$ cat config.mk
export PLATFORM = sky130hd
export DESIGN_NAME = alu_mc
export DESIGN_NICKNAME = d
export VERILOG_FILES = /design/src/rtl/alu_mc.sv
export SDC_FILE = /design/constraint.sdc
export NUM_CORES = 1
export LEC_CHECK = 0
export ABC_AREA = 1
export CAP_MARGIN = 10
export CORE_UTILIZATION = 58
export DETAILED_ROUTE_END_ITERATION = 12
export PLACE_DENSITY_LB_ADDON = 0.2
export SETUP_SLACK_MARGIN = 0.1
export SYNTH_ARGS = -nofsm -noshare
export SYNTH_HDL_FRONTEND = slang
export SYNTH_SLANG_ARGS = --single-unit
$ cat constraint.sdc
create_clock -name clk -period 2.4 [get_ports clk]
set_input_delay 0.36 -clock clk [delete_from_list [all_inputs] [get_ports clk]]
set_output_delay 0.36 -clock clk [all_outputs]
set_load 0.01 [all_outputs]
$ cat src/rtl/alu_mc.sv
// alu_mc: multi-cycle parametrised ALU with valid/ready handshakes.
//   Single-cycle ops (AND, ADD, XOR, SLT, SNE, zero-length shifts) finish at
//   the transfer edge. Shifts run one bit per cycle. MUL is a shift-add over
//   all WIDTH bits of b.
// Ports:
//   clk, rst_n                 clock, async active-low reset
//   in_valid / in_ready        operand handshake (in_ready only in IDLE)
//   alu_input_a, alu_input_b   operands (b is the shift amount for shifts)
//   alu_opcode                 3-bit operation code
//   out_valid / out_ready      result handshake
//   alu_out, carry, zero       registered result, carry/shift-out, zero flag
//
// state  | meaning
// -------+----------------------------------------------
// IDLE   | waiting for operands, in_ready=1
// BUSY   | iterating a shift or multiply
// DONE   | result presented, out_valid=1
module alu_mc #(
  parameter int WIDTH = 8,
  parameter int CNT_W = $clog2(WIDTH + 1)
) (
  input  logic             clk,
  input  logic             rst_n,
  input  logic             in_valid,
  output logic             in_ready,
  input  logic [WIDTH-1:0] alu_input_a,
  input  logic [WIDTH-1:0] alu_input_b,
  input  logic [2:0]       alu_opcode,
  output logic             out_valid,
  input  logic             out_ready,
  output logic [WIDTH-1:0] alu_out,
  output logic             carry,
  output logic             zero
);

  localparam logic [2:0] OP_AND = 3'b000;
  localparam logic [2:0] OP_ADD = 3'b001;
  localparam logic [2:0] OP_XOR = 3'b010;
  localparam logic [2:0] OP_SLT = 3'b011;
  localparam logic [2:0] OP_SLL = 3'b100;
  localparam logic [2:0] OP_SRL = 3'b101;
  localparam logic [2:0] OP_SNE = 3'b110;
  localparam logic [2:0] OP_MUL = 3'b111;

  // WIDTH always fits in WIDTH bits (WIDTH < 2**WIDTH), so the clamp compare
  // can be done at operand width.
  localparam logic [WIDTH-1:0] W_LIM    = WIDTH'(WIDTH);
  localparam logic [CNT_W-1:0] CNT_FULL = CNT_W'(WIDTH);
  localparam logic [CNT_W-1:0] CNT_ONE  = CNT_W'(1);

  typedef enum logic [1:0] {S_IDLE, S_BUSY, S_DONE} state_t;

  state_t           state, state_nxt;
  logic [CNT_W-1:0] cnt;
  logic [2:0]       op_q;
  logic [WIDTH-1:0] work;    // shift register / shifted multiplicand
  logic [WIDTH-1:0] mplier;  // multiplier, consumed LSB first
  logic [WIDTH-1:0] acc;

  logic             accept;
  logic             is_shift;
  logic             multi;
  logic             last;
  logic [CNT_W-1:0] n_in;
  logic [WIDTH:0]   sum;
  logic [WIDTH-1:0] work_sll;
  logic [WIDTH-1:0] work_srl;
  logic [WIDTH-1:0] acc_next;

  assign accept   = (state == S_IDLE) && in_valid;
  assign is_shift = (alu_opcode == OP_SLL) || (alu_opcode == OP_SRL);
  // b below WIDTH always fits in CNT_W bits; larger amounts clamp to WIDTH.
  assign n_in     = (alu_input_b >= W_LIM) ? CNT_FULL : alu_input_b[CNT_W-1:0];
  assign multi    = (is_shift && (n_in != '0)) || (alu_opcode == OP_MUL);
  assign last     = (cnt == CNT_ONE);
  assign sum      = {1'b0, alu_input_a} + {1'b0, alu_input_b};
  assign work_sll = {work[WIDTH-2:0], 1'b0};
  assign work_srl = {1'b0, work[WIDTH-1:1]};
  assign acc_next = mplier[0] ? (acc + work) : acc;
  assign zero     = (alu_out == '0);

  // state register
  always_ff @(posedge clk or negedge rst_n) begin
    if (!rst_n) state <= S_IDLE;
    else        state <= state_nxt;
  end

  // next-state logic
  always_comb begin
    state_nxt = state;
    case (state)
      S_IDLE: if (in_valid)  state_nxt = multi ? S_BUSY : S_DONE;
      S_BUSY: if (last)      state_nxt = S_DONE;
      S_DONE: if (out_ready) state_nxt = S_IDLE;
      default:               state_nxt = S_IDLE;
    endcase
  end

  // outputs depend only on state
  always_comb begin
    in_ready  = (state == S_IDLE);
    out_valid = (state == S_DONE);
  end

  // datapath
  always_ff @(posedge clk or negedge rst_n) begin
    if (!rst_n) begin
      cnt     <= '0;
      op_q    <= '0;
      work    <= '0;
      mplier  <= '0;
      acc     <= '0;
      alu_out <= '0;
      carry   <= 1'b0;
    end else if (accept) begin
      op_q <= alu_opcode;
      case (alu_opcode)
        OP_AND: begin
          alu_out <= alu_input_a & alu_input_b;
          carry   <= 1'b0;
        end
        OP_ADD: begin
          alu_out <= sum[WIDTH-1:0];
          carry   <= sum[WIDTH];
        end
        OP_XOR: begin
          alu_out <= alu_input_a ^ alu_input_b;
          carry   <= 1'b0;
        end
        OP_SLT: begin
          alu_out <= {{(WIDTH-1){1'b0}}, (alu_input_a < alu_input_b)};
          carry   <= 1'b0;
        end
        OP_SNE: begin
          alu_out <= {{(WIDTH-1){1'b0}}, (alu_input_a != alu_input_b)};
          carry   <= 1'b0;
        end
        OP_SLL, OP_SRL: begin
          if (n_in == '0) begin
            alu_out <= alu_input_a;
            carry   <= 1'b0;
          end else begin
            work <= alu_input_a;
            cnt  <= n_in;
          end
        end
        OP_MUL: begin
          work   <= alu_input_a;
          mplier <= alu_input_b;
          acc    <= '0;
          cnt    <= CNT_FULL;
        end
        default: ;
      endcase
    end else if (state == S_BUSY) begin
      cnt <= cnt - CNT_ONE;
      case (op_q)
        OP_SLL: begin
          work <= work_sll;
          if (last) begin
            alu_out <= work_sll;
            carry   <= work[WIDTH-1];
          end
        end
        OP_SRL: begin
          work <= work_srl;
          if (last) begin
            alu_out <= work_srl;
            carry   <= work[0];
          end
        end
        OP_MUL: begin
          acc    <= acc_next;
          work   <= work_sll;
          mplier <= {1'b0, mplier[WIDTH-1:1]};
          if (last) begin
            alu_out <= acc_next;
            carry   <= 1'b0;
          end
        end
        default: ;
      endcase
    end
  end

endmodule

Word-level counts from Yosys, hierarchy flattened
Cells that the tools add are included. W data, S select, Z words.

Equal/unequal tests: 26. Add/subtract/negate cells: 3. Reductions and logical operators: 22. Bitwise operators: 2. Magnitude comparators: 2. Mux-type cells: 40.

Operator list (count): $mux W8 (18); $pmux W8 S6 (1); $pmux W8 S2 (2); $pmux W8 S3 (1); $eq A3 B3 Y1 const B (7); $mux W4 (4); $ne A3 B3 Y1 const B (5); $reduce_and A7 Y1 (2); $add A8 B8 Y9 (1); $reduce_and A3 Y1 (3); $add A8 B8 Y8 (1); $and A8 B8 Y8 (1); $ge A8 B4 Y1 const B (1); $logic_not A8 Y1 (1); $lt A8 B8 Y1 (1); $mux W2 (4); $ne A8 B8 Y1 (1); $pmux W4 S2 (1); $reduce_bool A4 Y1 (2); $xor A8 B8 Y8 (1); $ne A7 B1 Y1 const B (1); $eq A3 B2 Y1 const B (2); $mux W1 (6); $pmux W1 S3 (2); other kinds (20) (26).

Input bits: 23. Output and inout port bits: 12. Register bits after elaboration: 42.

Depth between registers and ports, before layout
Gate-level depths: netlist of the first run.

Depth after elaboration: 8. Mapped depth: 14. Gate-level depth less buffers: 14.

Worst setup path after synthesis of the first run
OpenSTA, ideal clock, no wires.

Path kind: reg2reg. Start: reg work[0]. End: reg alu_out[2]. Setup time: 0.116 ns. Clock period less this slack: 1.935 ns. Stages on the path, launching flop included: 10. Required time: 2.284 ns. Setup slack: 0.465 ns. Data arrival time: 1.818 ns. Cells stage by stage: dfrtp_1 -> ha_1 -> fa_1 -> or2_2 -> a22oi_1 -> o22ai_1 -> o21ai_0 -> nand2_1 -> nand2_1 -> nand2_1.

Longest elaborated chain between the ends: 6.

RTL lines: start: declaration (RTL line 56) `logic [WIDTH-1:0] work;`; start signal: assignment (RTL line 143) `work <= alu_input_a;`; start signal: assignment (RTL line 148) `work <= alu_input_a;`; start signal: assignment (RTL line 159) `work <= work_sll;`; $add A8 B8 Y8 (RTL line 79) `assign acc_next = mplier[0] ? (acc + work) : acc;`; $mux W8 (RTL line 79); $mux W8 (RTL line 176) `if (last) begin`; $pmux W8 S3 (RTL line 157) `case (op_q)`; $mux W8 (RTL line 155) `end else if (state == S_BUSY) begin`; $mux W8 (RTL line 115) `end else if (accept) begin`; end signal: assignment (RTL line 119) `alu_out <= alu_input_a & alu_input_b;`; end signal: assignment (RTL line 161) `alu_out <= work_sll;`; end signal: assignment (RTL line 177) `alu_out <= acc_next;`; end: declaration (RTL line 31) `output logic [WIDTH-1:0] alu_out,`.

No other way between the ends. The select of a mux whose other input is x is not followed. A chain may end at the register's enable or synchronous reset.

Final worst setup path of the first run
Start: reg work[0]. End: reg alu_out[4].

The elaborated chain is that of the path after synthesis.

==> results.txt, run 1 <==
- Outcome: finished, final reports clean
* Final worst clock skew: 0.0117 ns
- The library cells used most frequently in the layout, excluding fill and tap cells, are sky130_fd_sc_hd__nand2_1, sky130_fd_sc_hd__inv_1, sky130_fd_sc_hd__o21ai_0.
* Number of core rows: 28
- Largest net degree at the start of global routing: 33
- STA classifies the critical path startpoint as a register.
* Routed wire length: 9960 µm
- In the final layout, the share of cells above drive strength 1 is 0.0897.
* Overall fraction of global-route tracks in use: 0.331
- At the end of the flow, the number of nets in the layout was 640.
* Final instance count without filler cells: 666
* Worst Path Class, Setup: register to register
* First-pass GRT wire length: 16700 µm
- Die X: 81.1 µm
* Count of clock tree sinks: 42
- Die area: 6570 µm²
- Drt first pass iters: 5
- The analysis attributes to cell leakage a power of 2.11 nW.
* Via count of the first global-routing pass: 3553
* CTS tree: done
* Post-synth net total: 594
* CP Data Required Time: 2.59 ns
* Fraction of the yosys area taken by sequential cells: 0.290
- Synthesis produced a netlist whose cell count is 544.
* Data arrival time of the critical path: 2.35 ns
- Routability-driven placement finished with a final weighted congestion of 0.997.
- Total area of multi-input combinational cells: 2180 µm²
* Total number of H-tree levels: 2
- Number of warnings reported in the yosys synthesis log: 0
- Register area: 1050 µm²
* Vias after detailed routing: 3797
* Antenna-violating nets left: 0
* HPWL Detailed: 7850 µm
- Static timing analysis puts the maximum clock frequency at 463 MHz.
- DRC errors left: 0
- Cell total after placement: 657
- After floorplanning, the core was sized to cover 5990 µm².
- Number of setup buffers added after CTS: 0
* Top cells by area in the synthesized netlist: sky130_fd_sc_hd__dfrtp_1, sky130_fd_sc_hd__nand2_1, sky130_fd_sc_hd__ha_1, sky130_fd_sc_hd__inv_1, sky130_fd_sc_hd__o21ai_0
* Detailed Route Iter0 Violations: 269
- The number of antenna violations at the first check in global routing came to 0.
- Number of input and output port buffers inserted: 34
- Count of antenna diodes in the layout: 0
- CTS Buf Count: 5
- In this run the worst hold path is classified as primary input to asynchronous set/reset pin.
- Root buf cell: sky130_fd_sc_hd__clkbuf_8
- The synthesized netlist contains 40 unique library cells.
- The library cell used most frequently in the layout, excluding fill and tap cells, is sky130_fd_sc_hd__nand2_1.
- Hold timing on the final database bottoms out at a slack of 0.433 ns.
- Crit Path Max Fanout: 3
* Yosys reg bits: 42
- Worst max-slew margin expressed relative to the limit: 0.696
- For the pin with the worst max-slew slack, the measured transition is 0.454 ns.
- For this run the aggregate overflow at the end of global routing stands at 0.
- Proportion of netlist area held by the largest area contributor: 0.290
- Average wire per cell in the routed design: 15.0 µm
* Post-layout min period: 2.16 ns
* Endpoint kind of the worst setup timing path: register
- Overall die height: 81.1 µm
- Detailed-route vias per instance: 5.70
- The area growth from synthesis to layout is 16.4%.
- IO Count: 35
- Fill cells in the final layout number 535.
* Setup TNS after final layout: 0 ns
- Final count of negative-setup-slack endpoints: 0
- The average instance in the mapped netlist occupies 6.66 µm².
* Tcrit/Tclk final: 0.900
* Most area-hungry cell type in the Yosys netlist: sky130_fd_sc_hd__dfrtp_1
- Power spread over the standard cell area amounts to 991 nW/µm².
- The number of pins exceeding their max-slew limit in the final report is 0.
- The later pin in the worst-skew pair is clocked with a latency of 0.31 ns.
- Maximum number of buffers from clock root to sink: 2
- The tool flagged a number of max-cap violations equal to 0.
- After synthesis the cells add up to 3620 µm².
- The count of endpoints failing hold in the final timing report is 0.
* Clk pin slew, worst setup/hold paths: 0.09 ns
* Unrepaired setup endpoints after global routing: false
* Peak supply drop: 0.680 mV
- Effective utilization at floorplan: 0.605
[critical path, cell delays in order, from the launching register on]
cell	delay, ns
sky130_fd_sc_hd__dfrtp_1	0.40
sky130_fd_sc_hd__ha_1	0.25
sky130_fd_sc_hd__fa_1	0.39
sky130_fd_sc_hd__buf_4	0.15
sky130_fd_sc_hd__nand3_1	0.09
sky130_fd_sc_hd__a21oi_1	0.08
sky130_fd_sc_hd__o21ai_1	0.22
sky130_fd_sc_hd__nor2_1	0.06
sky130_fd_sc_hd__o21ai_0	0.29
sky130_fd_sc_hd__a21boi_1	0.12
[worst paths after layout]
check | from | end | slack [ns] | cells past startpoint
max reg2reg | work[0]$_DFFE_PN0P_ | alu_out[4]$_DFFE_PN0P_ | 0.24 | 9
max | work[0]$_DFFE_PN0P_ | alu_out[4]$_DFFE_PN0P_ | 0.24 | 9
min reg2reg | mplier[7]$_DFFE_PN0P_ | mplier[7]$_DFFE_PN0P_ | 0.49 | 2
min in group clk | mplier[7]$_DFFE_PN0P_ | mplier[7]$_DFFE_PN0P_ | 0.49 | 2
max in group asynchronous | rst_n | acc[7]$_DFFE_PN0P_ | 1.27 | 3
min | rst_n | cnt[2]$_DFFE_PN0P_ | 0.43 | 2
[through the flow]
| stage | setup WS (ns) | util | area, µm² | power (W) |
|---|---|---|---|---|
| 2_1_floorplan | 0.465 | - | 3620 | 0.00293 |
| 3_3_place_gp | 0.0480 | 0.688 | 4120 | 0.00360 |
| 3_5_place_dp | 0.0118 | 0.688 | 4120 | 0.00367 |
| 4_1_cts | 0.218 | 0.704 | 4220 | 0.00416 |
| 5_1_grt | 0.141 | 0.704 | 4220 | 0.00456 |
| 6_report | 0.240 | 0.704 | 4220 | 0.00418 |
[cells in the mapped netlist (all sizes together)]
| master | number |
|---|---|
| nand4 | 7 |
| buf | 6 |
| xor2 | 1 |
| o221ai | 1 |
| o211ai | 6 |
| clkbuf | 7 |
| ha | 25 |
| a21oi | 29 |
| a22oi | 4 |
| and2 | 1 |
| a21boi | 3 |
| fa | 2 |
| inv | 86 |
| o31ai | 1 |
| nor2 | 33 |
| or2 | 5 |
| nand3 | 41 |
| nor3b | 1 |
| dfrtp | 42 |
| a2bb2oi | 1 |
| xnor2 | 2 |
| nor3 | 6 |
| nor4 | 1 |
| o22ai | 10 |
| nand2 | 156 |
| o21ai | 67 |
[per-layer routing]
metal	up-vias	share of wire	wire length [µm]	GRT usage
li1	1870	-	-	-
met1	1705	0.43	4300	0.429
met2	180	0.45	4510	0.534
met3	42	0.073	731	0.0562
met4	0	0.042	422	0.159
met5	-	0	0	0
[kinds of logic (layout without fill, tap and decap cells)]
logic type	count (synthesis)	in the layout	share of synthesized area
buffers and inverters	99	146	0.110
adders and majority gates	27	27	0.0973
DFF	42	42	0.290
AOI/OAI and AO/OA	122	122	0.187
xor gates and xnor gates	3	3	0.00725
and+or+nand+nor	251	251	0.309
[registers in the layout (all words and copies together), names as in the netlist]
name     count
acc          8
alu_out      8
mplier       8
work         8
cnt          4
op_q         3
state        2
carry        1
[where the power goes]
group | switching, W | leakage, nW | internal, W | total, W
clock network | 0.000271 | 0.0441 | 0.000205 | 0.000476
logic | 0.00146 | 1.54 | 0.000977 | 0.00244
registers | 0.000258 | 0.531 | 0.00101 | 0.00127
[timing repair]
item                       in CTS  in global routing
gates resized for setup         0                  2
hold buffers                    1                  0
setup endpoints to repair       0                  2
hold endpoints to repair       10                  0
[final cells by class]
| class | count | share of cell area |
|---|---|---|
| clock buffers | 5 | 0.0163 |
| well taps | 75 | 0.0222 |
| repair buffers | 52 | 0.115 |
| multi-input cells | 403 | 0.516 |
| inverters | 86 | 0.0765 |
| flip-flops and latches | 42 | 0.249 |
| clock inverters | 3 | 0.00504 |
Note: power is estimated with default switching activity, not from simulation.
==> inputs of run 2 (changes only) <==
CORE_UTILIZATION = 60   (was 58)
clock period = 2.5 ns   (was 2.4 ns; I/O delays follow)
==> run 2 against run 1 <==
Largest cell class unchanged; combinational power shrank 3%; fmax shrank 4.7%; clock power grew 21%; sequential power shrank 4%; routed wire length grew 4.5%; flip-flop and latch count is the same; global-route usage grew 2.6 points; register-to-register slack is essentially flat; highest routed layer unchanged; worst hold slack lost 0.41 ns; critical path type unchanged; sequential share of layout area shrank 0.074 points; via count grew 2.8%.
==> results.txt, run 2 (synthesis gave the netlist of run 1 again) <==
- Data arrival time of the critical path: 2.47 ns
- Share of total power in combinational logic: 0.568
- Routing usage on met2: 0.604
- After routing the design area is 4230 µm².
- During placement, the flow inserted port buffers numbering 34.
- List of cells traversed by the critical path: ha_1, fa_1, or2_2, a22oi_1, o22ai_1, o21ai_1, nand2_1, nand2_1, nand2_1
- The die is 79.7 µm tall.
- The number of antenna violations at the first check in global routing was 0.
- Detailed placement finished with a half-perimeter wire length of 8150 µm.
* Largest net degree at the start of global routing: 26
- For this run, global-route usage on met1 was measured as 0.464.
* Measured slew at the worst slew-check pin: 0.502 ns
* Ratio of total power to cell area: 984 nW/µm²
- Tcrit/Tclk final: 0.907
- Row generation in the floorplan step produced 27 rows.
- Measured against its own limit, the worst slew margin works out to 0.665.
- CORE AREA: 5680 µm²
- Leakage dissipation: 2.12 nW
- Crit Path Max Fanout: 4
* Instance area after placement: 4110 µm²
- Category of cells accounting for the largest share of critical-path delay: adder cells
* Met3 track demand over resource: 0.0480
* Bufs and invs on worst path: 0
* Final critical-path setup slack: 0.233 ns
- In the final timing run, aggregate negative setup slack is 0 ns.
* CP Data Required Time: 2.71 ns
- The floorplan step defined a die boundary enclosing 6360 µm².
- DRC errors left: 0
- The analysis attributes to net switching a power of 0.00197 W.
- Most prevalent standard cell on the critical path: sky130_fd_sc_hd__nand2_1
* Setup slack after placement: 0.0485 ns
* Slowest cell on the critical path: sky130_fd_sc_hd__fa_1
- Effective utilization at floorplan: 0.639
- Post-layout min period: 2.27 ns
- Relative contribution of sequential cells to total power: 0.294
- 35 I/O pins were placed.
- The run finished with clean final reports.
- Of the total power, the share spent switching nets is 0.473.
- After layout, the design draws a total of 0.00416 W.
- In this run the horizontal extent of the chip is 79.7 µm.
- Drt first pass iters: 7
* Max-capacitance violation count: 0
* Final Hold Fails: 0
* Routed wire length: 10400 µm
* Overall overflow remaining after global route: 0
- Buffers inserted to repair hold after CTS numbered 0.
* Count of clock tree sinks: 42
* Weighted congestion at the end of routability-driven global placement: 0.975
- Crit-path max cell delay: 0.45 ns
* Count of antenna diodes in the layout: 0
- Final worst clock skew: 0.00834 ns
- Antenna-violating nets left: 0
- Leaving out fill and tap cells, the most frequent cells in the layout are sky130_fd_sc_hd__nand2_1, sky130_fd_sc_hd__inv_1, sky130_fd_sc_hd__o21ai_0.
- The internal portion of the total power is 0.00220 W.
* Average wire per cell in the routed design: 15.7 µm
- In the final layout, the share of cells above drive strength 1 is 0.0914.
- Of the total power, the clock network draws 0.138.
- Peak supply drop: 0.636 mV
- Via count of the first global-routing pass: 3741
* Vias after detailed routing: 3905
* Area Overhead vs Synth: 16.7%
* Total number of H-tree levels: 2
* Worst Path Class, Setup: register to register
* Insertion delay of the later-clocked pin in the worst-skew pair: 0.31 ns
- The first global-routing pass estimated 17400 µm of wire.
- STA classifies the critical path endpoint as a register.
* Root buf cell: sky130_fd_sc_hd__clkbuf_8
- Overall fraction of global-route tracks in use: 0.357
- In the routed layout, each cell is associated on average with a via count of 5.89.
* NumNets Final: 640
* Layer carrying the most global-route usage: met2
* Final count of negative-setup-slack endpoints: 0
* Maximum number of buffers from clock root to sink: 2
- TritonCTS created 5 clock buffers.
* Maximum operating frequency: 441 MHz
- TritonCTS built the clock tree.
- Most common cell after layout, fill and taps aside: sky130_fd_sc_hd__nand2_1
- After clock tree synthesis, the clock-pin slew on the worst setup and hold paths is 0.09 ns.
- In this run, the number of DRC markers left after iteration 0 of detailed routing was 303.
- Kind of start point of the critical path: register
- The number of pins exceeding their max-slew limit in the final report came to 0.
- The worst hold path belongs to the class primary input to asynchronous set/reset pin.
- Setup repair after global routing could not meet its margin everywhere.
## run 2: cell types whose count changed in the layout (fill, tap and decap cells not counted)
cell                            delta
sky130_fd_sc_hd__inv_6             +1
sky130_fd_sc_hd__buf_4             +2
sky130_fd_sc_hd__clkinvlp_4        -1
sky130_fd_sc_hd__o21ai_1           -1
sky130_fd_sc_hd__nand4_4           +1
sky130_fd_sc_hd__dlygate4sd3_1     -1
sky130_fd_sc_hd__buf_12            -1
sky130_fd_sc_hd__bufinv_16         +1
sky130_fd_sc_hd__nand4_2           -1
sky130_fd_sc_hd__o21ai_0           +1
sky130_fd_sc_hd__clkinv_4          -1
## run 2: repair_timing
item,in CTS,in global routing
resized for setup,0,2
endpoints found under the setup margin,0,2
buffers inserted,0,0
## run 2: area by class of cell
| cell class | count | area (µm²) |
|---|---|---|
| inverter | 86 | 323 |
| sequential | 42 | 1050 |
| fill | 462 | 1440 |
| multi-input combinational | 403 | 2180 |
| tap | 72 | 90.1 |
| clock inverter | 3 | 43.8 |
| timing repair buffer | 52 | 470 |
| clock buffer | 5 | 68.8 |
## run 2: stage by stage
| stage | util | hold WS (ns) | cells |
|---|---|---|---|
| 3_5_place_dp | 0.724 | 0.370 | 655 |
| 5_1_grt | 0.746 | 0.0625 | 663 |
| 3_3_place_gp | 0.724 | 0.359 | 655 |
| 2_1_floorplan | - | 0.0794 | 544 |
| 4_1_cts | 0.744 | 0.0394 | 663 |
| 6_report | 0.746 | 0.0230 | 663 |
## run 2: power groups by stage
stage	registers [W]	logic [W]	clock network, W
3_3_place_gp	0.00121	0.00221	0
2_1_floorplan	0.00117	0.00164	0
6_report	0.00122	0.00237	0.000575
4_1_cts	0.00122	0.00232	0.000568
5_1_grt	0.00126	0.00265	0.000596
3_5_place_dp	0.00122	0.00230	0
## run 2: final timing paths
check / startpoint / slack [ns] / end / cells after the start
max in group asynchronous: rst_n / 1.80 / work[0]$_DFFE_PN0P_ / 2
max reg2reg: acc[0]$_DFFE_PN0P_ / 0.23 / alu_out[2]$_DFFE_PN0P_ / 9
min: rst_n / 0.02 / cnt[2]$_DFFE_PN0P_ / 1
max: acc[0]$_DFFE_PN0P_ / 0.23 / alu_out[2]$_DFFE_PN0P_ / 9
min in group clk: mplier[5]$_DFFE_PN0P_ / 0.51 / mplier[5]$_DFFE_PN0P_ / 2
min reg2reg: mplier[5]$_DFFE_PN0P_ / 0.51 / mplier[5]$_DFFE_PN0P_ / 2
## run 2: worst register-to-register path: stages, from the launching register on
cell,delay (ns)
sky130_fd_sc_hd__dfrtp_1,0.41
sky130_fd_sc_hd__ha_1,0.24
sky130_fd_sc_hd__fa_1,0.45
sky130_fd_sc_hd__or2_2,0.32
sky130_fd_sc_hd__a22oi_1,0.23
sky130_fd_sc_hd__o22ai_1,0.12
sky130_fd_sc_hd__o21ai_1,0.22
sky130_fd_sc_hd__nand2_1,0.08
sky130_fd_sc_hd__nand2_1,0.06
sky130_fd_sc_hd__nand2_1,0.05
## run 2: layer usage
metal / share of wire / wire [µm]
met2: 0.48 / 5000
met4: 0.024 / 249
met1: 0.43 / 4450
met5: 0 / 0
met3: 0.069 / 714
==> inputs of run 3 (changes only) <==
CORE_UTILIZATION = 58   (was 60)
clock period = 2.6 ns   (was 2.5 ns; I/O delays follow)
==> run 3 against run 2 <==
Die area up 3.4%; count of clock-buffer cells in the layout rose by 2; via count decreased by 2.3%; final area shrank 2.4%; first-iteration DRC count decreased by 26%; critical path type unchanged; largest cell class unchanged; largest power group unchanged; highest routed layer unchanged.
==> results.txt, run 3 (synthesis gave the netlist of run 1 again) <==
- Summed area of non-filler cells in the final layout: 4130 µm²
- The initial utilization of the core area, before any placement, comes to 0.605.
- Kind of start point of the critical path: register
- Data arrival time of the critical path: 2.53 ns
- Buffers placed on the I/O ports in this run total 34.
- Drt first pass iters: 6
- Global routing finished with a remaining overflow of 0.
- STA classifies the critical path endpoint as a register.
* Proportion of power drawn by the clock network: 0.118
- Once placement finished, the instance area stood at 4040 µm².
- Antenna-violating nets left: 0
* Average wire per cell in the routed design: 15.3 µm
* Share of total power in combinational logic: 0.573
- Logic depth of the worst register-to-register path: 9
* First-pass GRT wire length: 16300 µm
- Crit Reg-Reg Endpoint: alu_out[2]$_DFFE_PN0P_
* Die X: 81.1 µm
* Detailed-route vias per instance: 5.82
- Across all layers, the routed design uses 3815 vias.
- Final Hold Fails: 0
* Overall fraction of global-route tracks in use: 0.328
- GR met1 Demand/Resource: 0.422
- The worst path in the final design needs a cycle of 2.33 ns, including I/O delays and setup.
- Weighted congestion at the end of routability-driven global placement: 0.999
- NumNets Final: 630
* Worst max-slew margin expressed relative to the limit: 0.372
- The wire-length estimate of the detail-placed layout is 7800 µm.
- Number of core rows: 28
- The number of pins exceeding their max-slew limit in the final report is 0.
* DRC errors left: 0
- The startpoint identified for the worst register-to-register timing path is work[0]$_DFFE_PN0P_.
- At the end of the flow the core is filled with cells to 0.689.
- Switching power: 0.00182 W
* Routing usage on met2: 0.566
- Final worst clock skew: 0.0122 ns
- Leakage dissipation: 2.06 nW
* Final instance count without filler cells: 656
* Crit Path Max Fanout: 4
- List of cells traversed by the critical path: ha_1, fa_1, or2_2, a22oi_1, o22ai_1, o21ai_0, nand2_1, nand2_1, nand2_1
* Layer carrying the most global-route usage: met2
* Worst Path Class, Setup: register to register
- Pint: 0.00202 W
- Max-capacitance violation count: 0
- Count of antenna diodes in the layout: 0
- Setup repair after global routing left no endpoint under its margin.
- Total power of the final layout: 0.00383 W
- CTS tree: done
* Bufs and invs on worst path: 0
* Fraction of final layout cells with drive strength greater than 1: 0.0740
- Leaving out fill and tap cells, the most frequent cells in the layout are sky130_fd_sc_hd__nand2_1, sky130_fd_sc_hd__inv_1, sky130_fd_sc_hd__o21ai_0.
- For this design the top-level I/O count stands at 35.
- Relative to the synthesized area, the layout overhead comes to 13.9%.
* Measured slew at the worst slew-check pin: 0.941 ns
* Category of cells accounting for the largest share of critical-path delay: adder cells
* Slack of the worst reg-to-reg path: 0.27 ns
- In this run, placement finished with an instance count of 648.
- The flow ran to the end, and the final reports show no timing, DRC or antenna violations.
* Maximum operating frequency: 430 MHz
* Class of the tightest hold or removal check: primary input to asynchronous set/reset pin
- CORE AREA: 5990 µm²
* Post-cts resize count: 0
- The cell sitting at the root of the clock tree is a sky130_fd_sc_hd__clkbuf_8.
- Overall die height: 81.1 µm
* Peak supply drop: 0.553 mV
* Relative contribution of sequential cells to total power: 0.309
* Insertion delay of the later-clocked pin in the worst-skew pair: 0.31 ns
- For this run, the slowest stage of the critical path takes 0.44 ns.
- Clock-pin slew was measured on the worst setup and hold paths at 0.09 ns.
- Most prevalent standard cell on the critical path: sky130_fd_sc_hd__nand2_1
- Buffers inserted to repair hold after CTS numbered 0.
* Sw Share: 0.474
* Maximum number of buffers from clock root to sink: 2
- Via count of the first global-routing pass: 3530
* Slowest cell on the critical path: sky130_fd_sc_hd__fa_1
- Count of clock tree sinks: 42
* Largest net degree at the start of global routing: 43
- CP Data Required Time: 2.80 ns
- Of the available clock period, the critical path in the final layout requires 0.895.
- Summed over all failing endpoints, the final setup total negative slack is 0 ns.
* Most common cell after layout, fill and taps aside: sky130_fd_sc_hd__nand2_1
* CTS Buf Count: 5
* Die area: 6570 µm²
- The number of antenna violations at the first check in global routing was 0.
* Detailed Route Iter0 Violations: 223
- Setup violations remaining at the end of the flow were counted as 0.
* Number of setup buffers added after CTS: 0
- Met3 track demand over resource: 0.0494
* Ratio of total power to cell area: 928 nW/µm²
* Total number of H-tree levels: 2
- The routed design has 10000 µm of wire.
[run 3: metal layers]
| metal | wire length [µm] | part of all wire |
|---|---|---|
| met1 | 4350 | 0.43 |
| met4 | 240 | 0.024 |
| met3 | 704 | 0.070 |
| met2 | 4710 | 0.47 |
| met5 | 0 | 0 |
[run 3: area by class of cell]
type | count | area, µm²
well taps | 75 | 93.8
flip-flops and latches | 42 | 1050
repair buffers | 42 | 395
inverters | 86 | 323
clock inverters | 1 | 5.00
multi-input cells | 403 | 2180
clock buffers | 7 | 86.3
fillers | 518 | 1860
[run 3: through the flow]
stage	hold slack, ns	setup slack (ns)
floorplan	0.0944	0.665
global placement	0.468	0.143
detailed placement	0.483	0.133
global route	0.332	0.146
finish	0.225	0.272
CTS	0.270	0.285
[run 3: worst max path at each step]
stage / start / end / slack [ns] / cells past startpoint
after floorplan: work[0]$_DFFE_PN0P_ / alu_out[2]$_DFFE_PN0P_ / 0.67 / 9
after global placement: alu_opcode[1] / alu_out[3]$_DFFE_PN0P_ / 0.14 / 8
after detailed placement: alu_opcode[1] / alu_out[3]$_DFFE_PN0P_ / 0.13 / 8
after CTS: work[0]$_DFFE_PN0P_ / alu_out[2]$_DFFE_PN0P_ / 0.29 / 9
after global routing: work[0]$_DFFE_PN0P_ / alu_out[2]$_DFFE_PN0P_ / 0.15 / 9
final: work[0]$_DFFE_PN0P_ / alu_out[2]$_DFFE_PN0P_ / 0.27 / 9
[run 3: power groups by stage]
stage	Clock (W)	Combinational, W	Sequential (W)
3_3_place_gp	0	0.00212	0.00118
3_5_place_dp	0	0.00217	0.00118
5_1_grt	0.000477	0.00247	0.00122
2_1_floorplan	0	0.00158	0.00113
6_report	0.000451	0.00220	0.00119
4_1_cts	0.000453	0.00218	0.00118
